--- config.mk ---
export PLATFORM = sky130hd
export DESIGN_NAME = ahb_cfg_regs
export DESIGN_NICKNAME = d
export VERILOG_FILES = /design/src/rtl/ahb_cfg_regs.sv
export SDC_FILE = /design/constraint.sdc
export NUM_CORES = 1
export LEC_CHECK = 0
export ABC_AREA = 0
export CAP_MARGIN = 20
export CELL_PAD_IN_SITES_DETAIL_PLACEMENT = 2
export CELL_PAD_IN_SITES_GLOBAL_PLACEMENT = 2
export CORE_UTILIZATION = 34
export CTS_BUF_LIST = sky130_fd_sc_hd__clkbuf_8
export DETAILED_ROUTE_END_ITERATION = 8
export PLACE_DENSITY = 0.88
export SLEW_MARGIN = 10
export SYNTH_ARGS = -nofsm -noshare
export SYNTH_HDL_FRONTEND = slang
export SYNTH_SLANG_ARGS = --single-unit
--- constraint.sdc ---
create_clock -name ahb_hclk -period 5.25 [get_ports ahb_hclk]
set_input_delay 1.05 -clock ahb_hclk [delete_from_list [all_inputs] [get_ports ahb_hclk]]
set_output_delay 1.05 -clock ahb_hclk [all_outputs]
set_load 0.01 [all_outputs]
--- src/rtl/ahb_cfg_regs.sv ---
// ahb_cfg_regs: AHB-Lite slave holding per-channel filter configuration
// (width, height, read/write start address, filter type) plus a CTRL/STATUS
// pair that starts a processing run and reports run state, per-channel valid
// bits and a sticky bus-error flag.
//
// Optional feature macro: AHB_CFG_READBACK_EN
//   defined   : reads return the addressed register; a STATUS read clears
//               the sticky error bit after returning it.
//   undefined : ahb_hrdata is constant 0 and the sticky error bit is cleared
//               only by reset.
//
// Bus handshake: an address phase is taken when ahb_hsel, ahb_htrans[1] and
// ahb_hready_in are all 1. The following cycle is its data phase. A legal
// data phase completes in that cycle (hreadyout=1, hresp=0) and commits its
// side effects at the closing edge. An illegal one stretches to two cycles:
// (hreadyout=0, hresp=1) then (hreadyout=1, hresp=1), with no register
// change other than the sticky error flag.
module ahb_cfg_regs #(
   parameter int BUSWIDTH = 32,
   parameter int NUM_CHAN = 2
) (
   input  logic                         ahb_hclk,
   input  logic                         n_rst,
   input  logic                         ahb_hsel,
   input  logic [1:0]                   ahb_htrans,
   input  logic                         ahb_hwrite,
   input  logic [2:0]                   ahb_hsize,
   input  logic [BUSWIDTH-1:0]          ahb_haddr,
   input  logic [BUSWIDTH-1:0]          ahb_hwdata,
   input  logic                         ahb_hready_in,
   output logic                         ahb_hreadyout,
   output logic                         ahb_hresp,
   output logic [BUSWIDTH-1:0]          ahb_hrdata,
   output logic [NUM_CHAN*BUSWIDTH-1:0] cfg_width,
   output logic [NUM_CHAN*BUSWIDTH-1:0] cfg_height,
   output logic [NUM_CHAN*BUSWIDTH-1:0] cfg_rd_addr,
   output logic [NUM_CHAN*BUSWIDTH-1:0] cfg_wr_addr,
   output logic [NUM_CHAN-1:0]          cfg_filter,
   output logic                         final_enable,
   input  logic                         done_i
);

   localparam logic [4:0] NUM_CHAN_L = 5'(NUM_CHAN);

   // Register index inside one channel block (byte offset / 4).
   localparam logic [2:0] SUB_WIDTH  = 3'd0;
   localparam logic [2:0] SUB_HEIGHT = 3'd1;
   localparam logic [2:0] SUB_RD     = 3'd2;
   localparam logic [2:0] SUB_WR     = 3'd3;
   localparam logic [2:0] SUB_FILTER = 3'd4;

   typedef enum logic [1:0] {
      K_CTRL   = 2'd0,
      K_STATUS = 2'd1,
      K_CHAN   = 2'd2
   } kind_t;

   typedef enum logic {
      S_IDLE = 1'b0,
      S_RUN  = 1'b1
   } state_t;

   state_t state_q, state_d;

   // Address-phase decode
   logic [8:0] a_off;
   logic [8:0] a_rel;
   logic [3:0] a_ch;
   logic [2:0] a_sub;
   logic       a_ctrl;
   logic       a_status;
   logic       a_chan;
   logic       a_mapped;
   logic       a_accept;
   kind_t      a_kind;

   // Registered data-phase context
   logic       dph_valid;
   logic       dph_write;
   logic       dph_ok;
   kind_t      dph_kind;
   logic [3:0] dph_ch;
   logic [2:0] dph_sub;

   // Data-phase evaluation
   logic wh_write;
   logic start_bit;
   logic illegal;
   logic err_now;
   logic dph_go;
   logic wr_go;
   logic start_go;
   logic status_clr;

   // Register storage
   logic [BUSWIDTH-1:0] width_q   [NUM_CHAN];
   logic [BUSWIDTH-1:0] height_q  [NUM_CHAN];
   logic [BUSWIDTH-1:0] rd_addr_q [NUM_CHAN];
   logic [BUSWIDTH-1:0] wr_addr_q [NUM_CHAN];
   logic [NUM_CHAN-1:0] filter_q;
   logic [NUM_CHAN-1:0] w_set_q;
   logic [NUM_CHAN-1:0] h_set_q;
   logic [NUM_CHAN-1:0] chan_valid;
   logic                all_valid;
   logic                sticky_q;
   logic                err2_q;

   // Only the low nine address bits are decoded; htrans[0] (SEQ vs NONSEQ)
   // makes no difference to this slave.
   logic unused_bits;
   assign unused_bits = ^{ahb_haddr[BUSWIDTH-1:9], ahb_htrans[0], a_rel[1:0]};

   // Decode the presented address into register kind, channel and sub-index
   always_comb begin
      a_off    = ahb_haddr[8:0];
      a_rel    = a_off - 9'h010;
      a_ch     = a_rel[8:5];
      a_sub    = a_rel[4:2];
      a_ctrl   = (a_off == 9'h000);
      a_status = (a_off == 9'h004);
      a_chan   = (a_off >= 9'h010) && (a_off[1:0] == 2'b00) &&
                 ({1'b0, a_ch} < NUM_CHAN_L) && (a_sub <= SUB_FILTER);
      a_mapped = a_ctrl || a_status || a_chan;
      a_kind   = K_CTRL;
      if (a_status) begin
         a_kind = K_STATUS;
      end else if (a_chan) begin
         a_kind = K_CHAN;
      end
   end

   assign a_accept = ahb_hsel && ahb_htrans[1] && ahb_hready_in;

   // Capture the accepted address phase for use in the following data phase
   always_ff @(posedge ahb_hclk or negedge n_rst) begin
      if (!n_rst) begin
         dph_valid <= 1'b0;
         dph_write <= 1'b0;
         dph_ok    <= 1'b0;
         dph_kind  <= K_CTRL;
         dph_ch    <= 4'd0;
         dph_sub   <= 3'd0;
      end else if (ahb_hready_in) begin
         dph_valid <= a_accept;
         dph_write <= ahb_hwrite;
         dph_ok    <= a_mapped && (ahb_hsize == 3'b010);
         dph_kind  <= a_kind;
         dph_ch    <= a_ch;
         dph_sub   <= a_sub;
      end else if (err_now) begin
         dph_valid <= 1'b0;
      end
   end

   // Legality depends on write data and run state, so it is judged in the
   // data phase itself rather than at address time.
   always_comb begin
      wh_write  = dph_write && (dph_kind == K_CHAN) &&
                  ((dph_sub == SUB_WIDTH) || (dph_sub == SUB_HEIGHT));
      start_bit = dph_write && (dph_kind == K_CTRL) && ahb_hwdata[0];
      illegal   = !dph_ok ||
                  (dph_write && (dph_kind == K_STATUS)) ||
                  (wh_write && (ahb_hwdata == '0)) ||
                  (dph_write && (dph_kind == K_CHAN) && (state_q == S_RUN)) ||
                  (start_bit && ((state_q != S_IDLE) || !all_valid));
      err_now   = dph_valid && illegal;
      dph_go    = dph_valid && !illegal;
      wr_go     = dph_go && dph_write;
      start_go  = wr_go && start_bit;
   end

   // Channel configuration registers, written only by legal data phases
   always_ff @(posedge ahb_hclk or negedge n_rst) begin
      if (!n_rst) begin
         for (int c = 0; c < NUM_CHAN; c++) begin
            width_q[c]   <= '0;
            height_q[c]  <= '0;
            rd_addr_q[c] <= '0;
            wr_addr_q[c] <= '0;
         end
         filter_q <= '0;
      end else if (wr_go && (dph_kind == K_CHAN)) begin
         for (int c = 0; c < NUM_CHAN; c++) begin
            if (dph_ch == 4'(c)) begin
               case (dph_sub)
                  SUB_WIDTH:  width_q[c]   <= ahb_hwdata;
                  SUB_HEIGHT: height_q[c]  <= ahb_hwdata;
                  SUB_RD:     rd_addr_q[c] <= ahb_hwdata;
                  SUB_WR:     wr_addr_q[c] <= ahb_hwdata;
                  SUB_FILTER: filter_q[c]  <= ahb_hwdata[0];
                  default:    ;
               endcase
            end
         end
      end
   end

   // Per-channel "written nonzero" flags; they persist until reset
   always_ff @(posedge ahb_hclk or negedge n_rst) begin
      if (!n_rst) begin
         w_set_q <= '0;
         h_set_q <= '0;
      end else if (wr_go && (dph_kind == K_CHAN)) begin
         for (int c = 0; c < NUM_CHAN; c++) begin
            if (dph_ch == 4'(c)) begin
               if (dph_sub == SUB_WIDTH) begin
                  w_set_q[c] <= 1'b1;
               end
               if (dph_sub == SUB_HEIGHT) begin
                  h_set_q[c] <= 1'b1;
               end
            end
         end
      end
   end

   assign chan_valid = w_set_q & h_set_q;
   assign all_valid  = &chan_valid;

   // Run FSM: state register
   always_ff @(posedge ahb_hclk or negedge n_rst) begin
      if (!n_rst) begin
         state_q <= S_IDLE;
      end else begin
         state_q <= state_d;
      end
   end

   // Run FSM: next state (START only ever succeeds from IDLE, so a START
   // coincident with done_i in RUN is an error and done_i wins)
   always_comb begin
      state_d = state_q;
      case (state_q)
         S_IDLE:  if (start_go) state_d = S_RUN;
         S_RUN:   if (done_i)   state_d = S_IDLE;
         default: state_d = S_IDLE;
      endcase
   end

   // Run FSM: outputs
   always_comb begin
      final_enable = (state_q == S_RUN);
   end

   // Sticky error flag and second ERROR cycle marker
   always_ff @(posedge ahb_hclk or negedge n_rst) begin
      if (!n_rst) begin
         sticky_q <= 1'b0;
         err2_q   <= 1'b0;
      end else begin
         err2_q <= err_now;
         if (err_now) begin
            sticky_q <= 1'b1;
         end else if (status_clr) begin
            sticky_q <= 1'b0;
         end
      end
   end

   assign ahb_hreadyout = !err_now;
   assign ahb_hresp     = err_now || err2_q;

   // Flatten channel registers onto the packed configuration buses
   for (genvar c = 0; c < NUM_CHAN; c++) begin : g_cfg
      assign cfg_width[c*BUSWIDTH +: BUSWIDTH]   = width_q[c];
      assign cfg_height[c*BUSWIDTH +: BUSWIDTH]  = height_q[c];
      assign cfg_rd_addr[c*BUSWIDTH +: BUSWIDTH] = rd_addr_q[c];
      assign cfg_wr_addr[c*BUSWIDTH +: BUSWIDTH] = wr_addr_q[c];
   end
   assign cfg_filter = filter_q;

`ifdef AHB_CFG_READBACK_EN
   logic                rd_go;
   logic [BUSWIDTH-1:0] status_word;
   logic [BUSWIDTH-1:0] rd_value;

   assign rd_go      = dph_go && !dph_write;
   assign status_clr = rd_go && (dph_kind == K_STATUS);

   // STATUS word: run bit, valid mask, sticky error
   always_comb begin
      status_word               = '0;
      status_word[0]            = (state_q == S_RUN);
      status_word[NUM_CHAN:1]   = chan_valid;
      status_word[31]           = sticky_q;
   end

   // Read mux for the register addressed in the current data phase
   always_comb begin
      rd_value = '0;
      if (dph_kind == K_STATUS) begin
         rd_value = status_word;
      end else if (dph_kind == K_CHAN) begin
         for (int c = 0; c < NUM_CHAN; c++) begin
            if (dph_ch == 4'(c)) begin
               case (dph_sub)
                  SUB_WIDTH:  rd_value = width_q[c];
                  SUB_HEIGHT: rd_value = height_q[c];
                  SUB_RD:     rd_value = rd_addr_q[c];
                  SUB_WR:     rd_value = wr_addr_q[c];
                  SUB_FILTER: rd_value = {{(BUSWIDTH-1){1'b0}}, filter_q[c]};
                  default:    rd_value = '0;
               endcase
            end
         end
      end
   end

   assign ahb_hrdata = rd_go ? rd_value : '0;
`else
   assign status_clr = 1'b0;
   assign ahb_hrdata = '0;
`endif

endmodule

; ---- Word-level counts from Yosys, hierarchy flattened
; Index checks and enable logic that the tools add are counted.
; W data, S select, Z words.
[totals]
word_cells = 94
output_inout_bits = 293
reg_bits = 276
inputBits = 75
[classes]
addsub = 1
mux = 7
bitwise_logic = 2
reduce_logical = 50
n_eq_ne = 9
order_cmp = 3
[op_table]
columns = cell, n
row1 = $logic_not A32 Y1, 1
row2 = $reduce_and A3 Y1, 10
row3 = $logic_and A1 B1 Y1, 19
row4 = $eq A3 B2 Y1 const B, 3
row5 = $eq A9 B3 Y1 const B, 1
row6 = $ge A9 B5 Y1 const B, 1
row7 = $logic_not A9 Y1, 1
row8 = $logic_or A1 B1 Y1, 9
row9 = $sub A9 B5 Y9 const B, 1
row10 = $eq A4 B1 Y1 const B, 1
row11 = $logic_not A1 Y1, 4
row12 = $logic_not A2 Y1, 2
row13 = $logic_not A4 Y1, 1
row14 = $lt A4 B2 Y1 const B, 1
row15 = $mux W1, 4
row16 = $mux W2, 2
row17 = $eq A3 B1 Y1 const B, 1
row18 = $eq A3 B3 Y1 const B, 1
row19 = $le A3 B3 Y1 const B, 1
row20 = $logic_not A3 Y1, 1
row21 = $and A2 B2 Y2, 1
row22 = $eq A2 B1 Y1 const B, 1
row23 = $eq A2 B2 Y1 const B, 1
row24 = $pmux W1 S2, 1
row25 = 3 further kinds, 3

; ---- Longest topological paths before layout
; Gate-level depths: netlist of run 1.
[depth]
word_depth = 13
ltp_mapped = 8
ltp_nobuf = 7

; ---- Worst setup path after synthesis of run 1
; OpenSTA, ideal clock, no wires.
[synth_path]
path_kind = input port to output port
from = in ahb_hwdata[27]
to = out ahb_hresp
arrival_ps = 2246
stages = 6
path_slack_ps = 1954
path_buffers = 1
t_required_ps = 4200
cell_sequence = nor4_1 nand4_1 or3_1 buf_2 a31oi_1 or2_2
[synth_via]
elab_chain_cells = 7
[synth_rtl]
columns = element, line
row1 = "start, declared", 29  ; input logic [BUSWIDTH-1:0] ahb_hwdata,
row2 = $logic_not A32 Y1, 163  ; (wh_write && (ahb_hwdata == '0)) ||
row3 = $logic_and A1 B1 Y1, 163
row4 = $logic_or A1 B1 Y1, 162  ; (dph_write && (dph_kind == K_STATUS)) ||
row5 = $logic_or A1 B1 Y1, 163
row6 = $logic_or A1 B1 Y1, 164  ; (dph_write && (dph_kind == K_CHAN) && (state_q == S_RUN)) ||
row7 = $logic_and A1 B1 Y1, 166  ; err_now = dph_valid && illegal;
row8 = named net err_now, 89  ; logic err_now;
row9 = $logic_or A1 B1 Y1, 261  ; assign ahb_hresp = err_now || err2_q;
row10 = "end, declared", 32  ; output logic ahb_hresp,
; The timed path passes the listed nets, and every way through them passes these cells.

; ---- Final worst setup path of run 1
[layout_path]
from = in ahb_hwdata[0]
to = out ahb_hresp
[layout_via]
elab_chain_cells = 7
elab_cells_between_ends = 9
cone_classes = reduce/logical (9)
[layout_rtl]
columns = element, line
row1 = $logic_not A32 Y1, 163
row2 = $logic_and A1 B1 Y1, 163
row3 = $logic_or A1 B1 Y1, 162
row4 = $logic_or A1 B1 Y1, 163
row5 = $logic_or A1 B1 Y1 *, 164
row6 = $logic_and A1 B1 Y1 *, 166
row7 = named net err_now, 89
row8 = $logic_or A1 B1 Y1 *, 261
; The timed path passes the listed nets; every way through them passes the cells marked *.

==> results of run 1 <==
-- cell usage after synthesis, types with 2 or more instances --
master and count:
clkbuf_1 5, mux2_2 231, and4b_1 2, a21oi_1 7
o21ai_0 3, or2_2 2, buf_6 4, nor4_1 10
xnor2_1 3, and2_1 2, mux2_4 29, ha_1 3
buf_2 22, nand2_1 4, nor2b_1 3, nand3_1 6
nand2b_1 4, dfrtp_1 276, inv_1 10, o31a_1 2
nor3_1 5, a31oi_1 2, nand4_1 7, buf_4 32
nor2_1 15
-- final timing paths --
| kind | end | slack [ps] | depth (start not counted) |
|---|---|---|---|
| min in group asynchronous | cfg_rd_addr[37] | 520 | 1 |
| min | w_set_q[0] | 480 | 1 |
| min reg2reg | w_set_q[0] | 480 | 1 |
| max in group asynchronous | cfg_rd_addr[24] | 3420 | 2 |
| max reg2reg | cfg_wr_addr[23] | 2500 | 6 |
| max | ahb_hresp | 150 | 8 |
-- cell type report --
cell class                      count  area [um2]
Antenna cell                        1        2.50
Clock buffer                       58         798
Clock inverter                     24         124
Fill cell                        2995       16100
Inverter                           10        37.5
Multi-Input combinational cell    387        3760
Sequential cell                   276        6910
Tap cell                          402         503
Timing Repair Buffer              348        3450
-- layer usage --
metal  track usage, %  vias up  wire length (um)
li1                 -     3173                 -
met1             26.7     3883             14700
met2             41.9      270             19900
met3             4.47      102              1870
met4             11.1        0              1690
met5                0        -                 0
-- metrics by stage --
step | power (uW) | instances | instance area, um2 | utilization [%] | hold slack [ps]
finish | 4250 | 1506 | 15600 | 49.2 | 477
global route | 4410 | 1506 | 15600 | 49.2 | 501
detailed placement | 2370 | 1423 | 14600 | 46.3 | 462
global placement | 2360 | 1423 | 14600 | 46.3 | 452
CTS | 4320 | 1505 | 15600 | 49.2 | 482
floorplan | 2240 | 736 | 11100 | - | 434
-- power by group through the flow --
stage	clock, uW	combinational [uW]	sequential [uW]
floorplan	0	59.4	2180
global placement	0	181	2180
detailed placement	0	188	2180
CTS	1980	190	2140
global route	2060	205	2150
finish	1920	186	2150
-- state kept, by name, summed over array words and instances, names as in the netlist --
register and count:
cfg_filter 2, final_enable 1, dph_ok 1, cfg_rd_addr 64, err2_q 1, w_set_q 2, cfg_width 64, cfg_wr_addr 64
h_set_q 2, dph_sub 3, dph_valid 1, cfg_height 64, dph_ch 4, dph_kind 2, dph_write 1
-- kinds of logic after synthesis --
group / share of synthesized area (%)
buf+inv: 4.11
flops: 62.9
other cells: 0.0341
fa+ha+maj: 0.342
simple gates: 3.53
xor+xnor: 0.239
compound gates: 1.15
mux: 27.7
==> summary.md, run 1 <==
| Metric | Value |
|---|---|
| Status | `finished clean` |
| Final clock skew | `27.4 ps` |
| Die Span X | `182 um` |
| Worst-path cell chain | `clkdlybuf4s50_1 > nor4_1 > nand4_1 > or3_1 > a31oi_1 > buf_4 > or2_2 > clkdlybuf4s50_1` |
| Crit end category | `output port` |
| Min Clock Period, post-route | `5100 ps` |
| Global Route Usage Sum | `23.3%` |
| CP most frequent cell | `clkdlybuf4s50_1` |
| Count of pins over their slew limit | `0` |
| Final ANT Viol Nets | `0` |
| Crit path max fanout | `3` |
| Hold Crit Start | `w_set_q[0]` |
| PwrDens | `273 nW/um2` |
| Async set-or-reset flop fraction in the synthesized netlist | `100%` |
| Resize count post-CTS | `0` |
| CTS Buf Count | `48` |
| Slowest CP cell | `nor4_1` |
| Vias per cell | `4.93` |
| Most frequent cells in the layout | `clkdlybuf4s50_1 (310), dfrtp_1 (276), mux2_2 (231)` |
| YS warnings | `0` |
| Area of the die | `33000 um2` |
| VDD IR max | `139 uV` |
| Setup ws final | `149 ps` |
| Share of the synthesized area in the top cell type | `62.9%` |
| Synth top area cells | `dfrtp_1 (63%), mux2_2 (24%), mux2_4 (4.0%)` |
| Slowest stage delay, CP | `700 ps` |
| Crit path kind | `in2out` |
| Number of synthesized flops with an enable pin | `0` |
| Layout area overhead | `41.7%` |
| First DRT Iteration DRCs | `260` |
| Postcts setup bufs | `0` |
| WP data required | `4200 ps` |
| CTS root buf | `clkbuf_8` |
| Switching power | `1010 uW` |
| R2R Path Start | `dph_kind[0]` |
| Layout Nets | `1149` |
| Ports | `368` |
| Detailed placer's ending HPWL | `26.6 mm` |
| # DRC | `0` |
| CP Buf/Inv Count | `3` |
| Routed len/inst | `25.4 um` |
| Largest net degree at the start of global routing | `118` |
| Core ar. | `31600 um2` |
| Top FF cell, synth | `dfrtp_1` |
| Commonest non-fill, non-tap cell in the layout | `clkdlybuf4s50_1` |
| Seq/Total Area, Yosys | `62.9%` |
| Clock Power Share | `45.2%` |
| First-pass GRT wire length | `57.2 mm` |
| Worst setup path start | `ahb_hwdata[0]` |
| Vias in the first global route | `8597` |
| Hold crit path type | `reg2reg` |
| Combinational share of power | `4.4%` |
| Number of synthesized register bits | `276` |
| Unrepaired setup endpoints after global routing | `no` |
| Die Y | `182 um` |
| H-tree Lvls | `2` |
| Fin crit share | `97.2%` |
| Clock sink count | `276` |
| Sequential share of power | `50.5%` |
| Leakage | `0.00757 uW` |
| Synth Cell Area | `11000 um2` |
| Final Hold Vio Count | `0` |
| Synth unique cells | `41` |
| Total number of vias | `7428` |
| Post-synth top area cell | `dfrtp_1` |
| Remaining Overflow, GRT | `0` |
| Slew @ Worst Pin | `993 ps` |
| Reg clk slew, reported paths | `60 ps` |
| Initial Util | `34.7%` |
| Largest delay share family, worst path | `simple AND/OR/NAND/NOR gates` |
| PortBufs | `311` |
| Clock buffer depth | `3` |
| Synthesized instance count | `705` |
| Avg Cell Area, Syn | `15.6 um2` |
| Share of cells above drive strength 1 | `33.5%` |
| TNS Setup | `0 ps` |
| Later-pin clock latency in the skew report | `560 ps` |
| Internal power | `3240 uW` |
| Sw Share | `23.8%` |
| Place WS | `123 ps` |
| Cell Rows | `65` |
| WL final | `38.2 mm` |
| Hold Buf Count CTS | `0` |
| CP Launch Type | `input port` |
| Drt pass-1 iters | `4` |
| Setup violators final | `0` |
| CTS tree | `yes` |
| CP arrival | `4050 ps` |
| Relative slew slack | `33.8%` |
| Routability cong. | `0.764` |
| Max Cap Viol | `0` |
| Initial antenna violation count | `1` |
| Max Clk Rate | `196 MHz` |
Note: power is estimated with default switching activity, not from simulation.
==> run 2: changes to the inputs <==
Settings changed: MAX_ROUTING_LAYER set to met4.
==> summary.md, run 2 (synthesis gave the netlist of run 1 again) <==
| Metric | Value |
|---|---|
| Slowest stage delay, CP | `720 ps (+20 ps)` |
| Crit path kind | `in2out` |
| Reg2reg end | `cfg_wr_addr[30]` |
| Min Clock Period, post-route | `5120 ps (+16.5 ps)` |
| Commonest non-fill, non-tap cell in the layout | `clkdlybuf4s50_1` |
| # fillers | `2995 (unchanged)` |
| Clock buffer depth | `3 (unchanged)` |
| Worst-path cell chain | `clkdlybuf4s50_1 > nor4_1 > nand4_1 > or3_1 > a31oi_1 > buf_4 > or2_2 > clkdlybuf4s50_1` |
| Initial Util | `34.7% (unchanged)` |
| Postcts setup bufs | `0 (unchanged)` |
| Status | `finished clean` |
| # DRC | `0 (unchanged)` |
| Fin crit share | `97.5% (+0.31 points)` |
| Area of the die | `33000 um2 (unchanged)` |
| Hold WS | `477 ps (+0.428 ps)` |
| Vias per cell | `4.93 (about the same)` |
| Share of cells above drive strength 1 | `33.5% (unchanged)` |
| Layout Nets | `1149 (unchanged)` |
| Clock sink count | `276 (unchanged)` |
| Largest net degree at the start of global routing | `118 (unchanged)` |
| Drt pass-1 iters | `4 (unchanged)` |
| Slew @ Worst Pin | `993 ps (-0.584 ps)` |
| Crit path to | `ahb_hresp` |
| CP arrival | `4070 ps (+20 ps)` |
| Resize count post-CTS | `0 (unchanged)` |
| Slowest CP cell | `nor4_1` |
| Cell Rows | `65 (unchanged)` |
| Most frequent cells in the layout | `clkdlybuf4s50_1 (310), dfrtp_1 (276), mux2_2 (231)` |
| WP data required | `4200 ps (about the same)` |
| Max Cap Viol | `0 (unchanged)` |
| Remaining Overflow, GRT | `0 (unchanged)` |
| PwrDens | `273 nW/um2 (about the same)` |
| Count of pins over their slew limit | `0 (unchanged)` |
| CP Launch Type | `input port` |
| FF-to-FF path depth | `6 (unchanged)` |
| Power Total | `4250 uW (about the same)` |
| Initial antenna violation count | `1 (unchanged)` |
| Leakage | `0.00757 uW (unchanged)` |
| Max Clk Rate | `195 MHz (-0.32%)` |
| Global Route Usage Sum | `24.0% (+0.70 points)` |
| Flop2flop setup slack | `2480 ps (-20 ps)` |
| R2R Path Start | `dph_kind[0]` |
| Final ANT Viol Nets | `0 (unchanged)` |
| Relative slew slack | `33.8% (+0.039 points)` |
| Final Hold Vio Count | `0 (unchanged)` |
| Unrepaired setup endpoints after global routing | `no` |
| First-pass GRT wire length | `57.1 mm (-0.13%)` |
| CP most frequent cell | `clkdlybuf4s50_1` |
| Total number of vias | `7431 (+0.040%)` |
| Final clock skew | `24.4 ps (-3.01 ps)` |
| Detailed placer's ending HPWL | `26.6 mm (unchanged)` |
| First DRT Iteration DRCs | `326 (+25%)` |
| Ports | `368 (unchanged)` |
| Die Y | `182 um (unchanged)` |
| Later-pin clock latency in the skew report | `560 ps (about the same)` |
| VDD IR max | `139 uV (about the same)` |
| Crit end category | `output port` |
| Routed len/inst | `25.4 um (about the same)` |
| DP Area | `14600 um2 (unchanged)` |
| Setup violators final | `0 (unchanged)` |
| H-tree Lvls | `2 (unchanged)` |
| PortBufs | `311 (unchanged)` |
| Hold crit path type | `reg2reg` |
| CTS Buf Count | `48 (unchanged)` |
| Die Span X | `182 um (unchanged)` |
| Layout area overhead | `41.7% (unchanged)` |
| Worst setup path start | `ahb_hwdata[0]` |
| Reg clk slew, reported paths | `60 ps (about the same)` |
| Vias in the first global route | `8608 (+0.13%)` |
| CTS tree | `yes` |
| Final Util | `49.2% (unchanged)` |
| TNS Setup | `0 ps (unchanged)` |
| Core ar. | `31600 um2 (unchanged)` |
| WL final | `38.2 mm (about the same)` |
| Routability cong. | `0.774 (+1.3%)` |
| Crit path max fanout | `3 (unchanged)` |
| Final instance area | `15600 um2 (unchanged)` |
| Hold Buf Count CTS | `0 (unchanged)` |
| CTS root buf | `clkbuf_8` |
## run 2: final cells by class
cell class	count	area (um2)	area share, %
flip-flops and latches	276	6910	44.3
diodes	1	2.50	0.0161
repair buffers	348	3450	22.1
clock buffers	58	798	5.13
inverters	10	37.5	0.241
multi-input cells	387	3760	24.1
well taps	402	503	3.23
clock inverters	24	124	0.795
## run 2: metrics by stage
stage               instances  setup slack (ps)
floorplan                 736              1950
global placement         1423              67.1
detailed placement       1423               123
CTS                      1505               102
global route             1506              65.5
finish                   1506               133
## run 2: how the worst min path moves through the flow
stage,start,endpoint,slack (ps),depth (start not counted)
after detailed placement,h_set_q[0],h_set_q[0],460,1
after floorplan,h_set_q[0],h_set_q[0],430,1
after global placement,h_set_q[0],h_set_q[0],450,1
after CTS,w_set_q[0],w_set_q[0],480,1
final,w_set_q[0],w_set_q[0],480,1
after global routing,w_set_q[0],w_set_q[0],500,1
## run 2: routing by layer
layer / routed length, um / up-vias / GRT usage (%)
met4: 1670 / 0 / 11.2
met3: 1850 / 104 / 4.49
met5: 0 / - / -
li1: - / 3169 / -
met2: 20000 / 266 / 41.9
met1: 14700 / 3892 / 26.6
## run 2: critical path: cells and delay by family
family,cells,cell delay (ps)
simple gates,4,1650
compound gates,1,200
buf+inv,3,1150
## run 2: power by group
part	switching [uW]	internal, uW
registers	8.68	2140
logic	123	63.7
clock network	883	1040
total	1010	3240
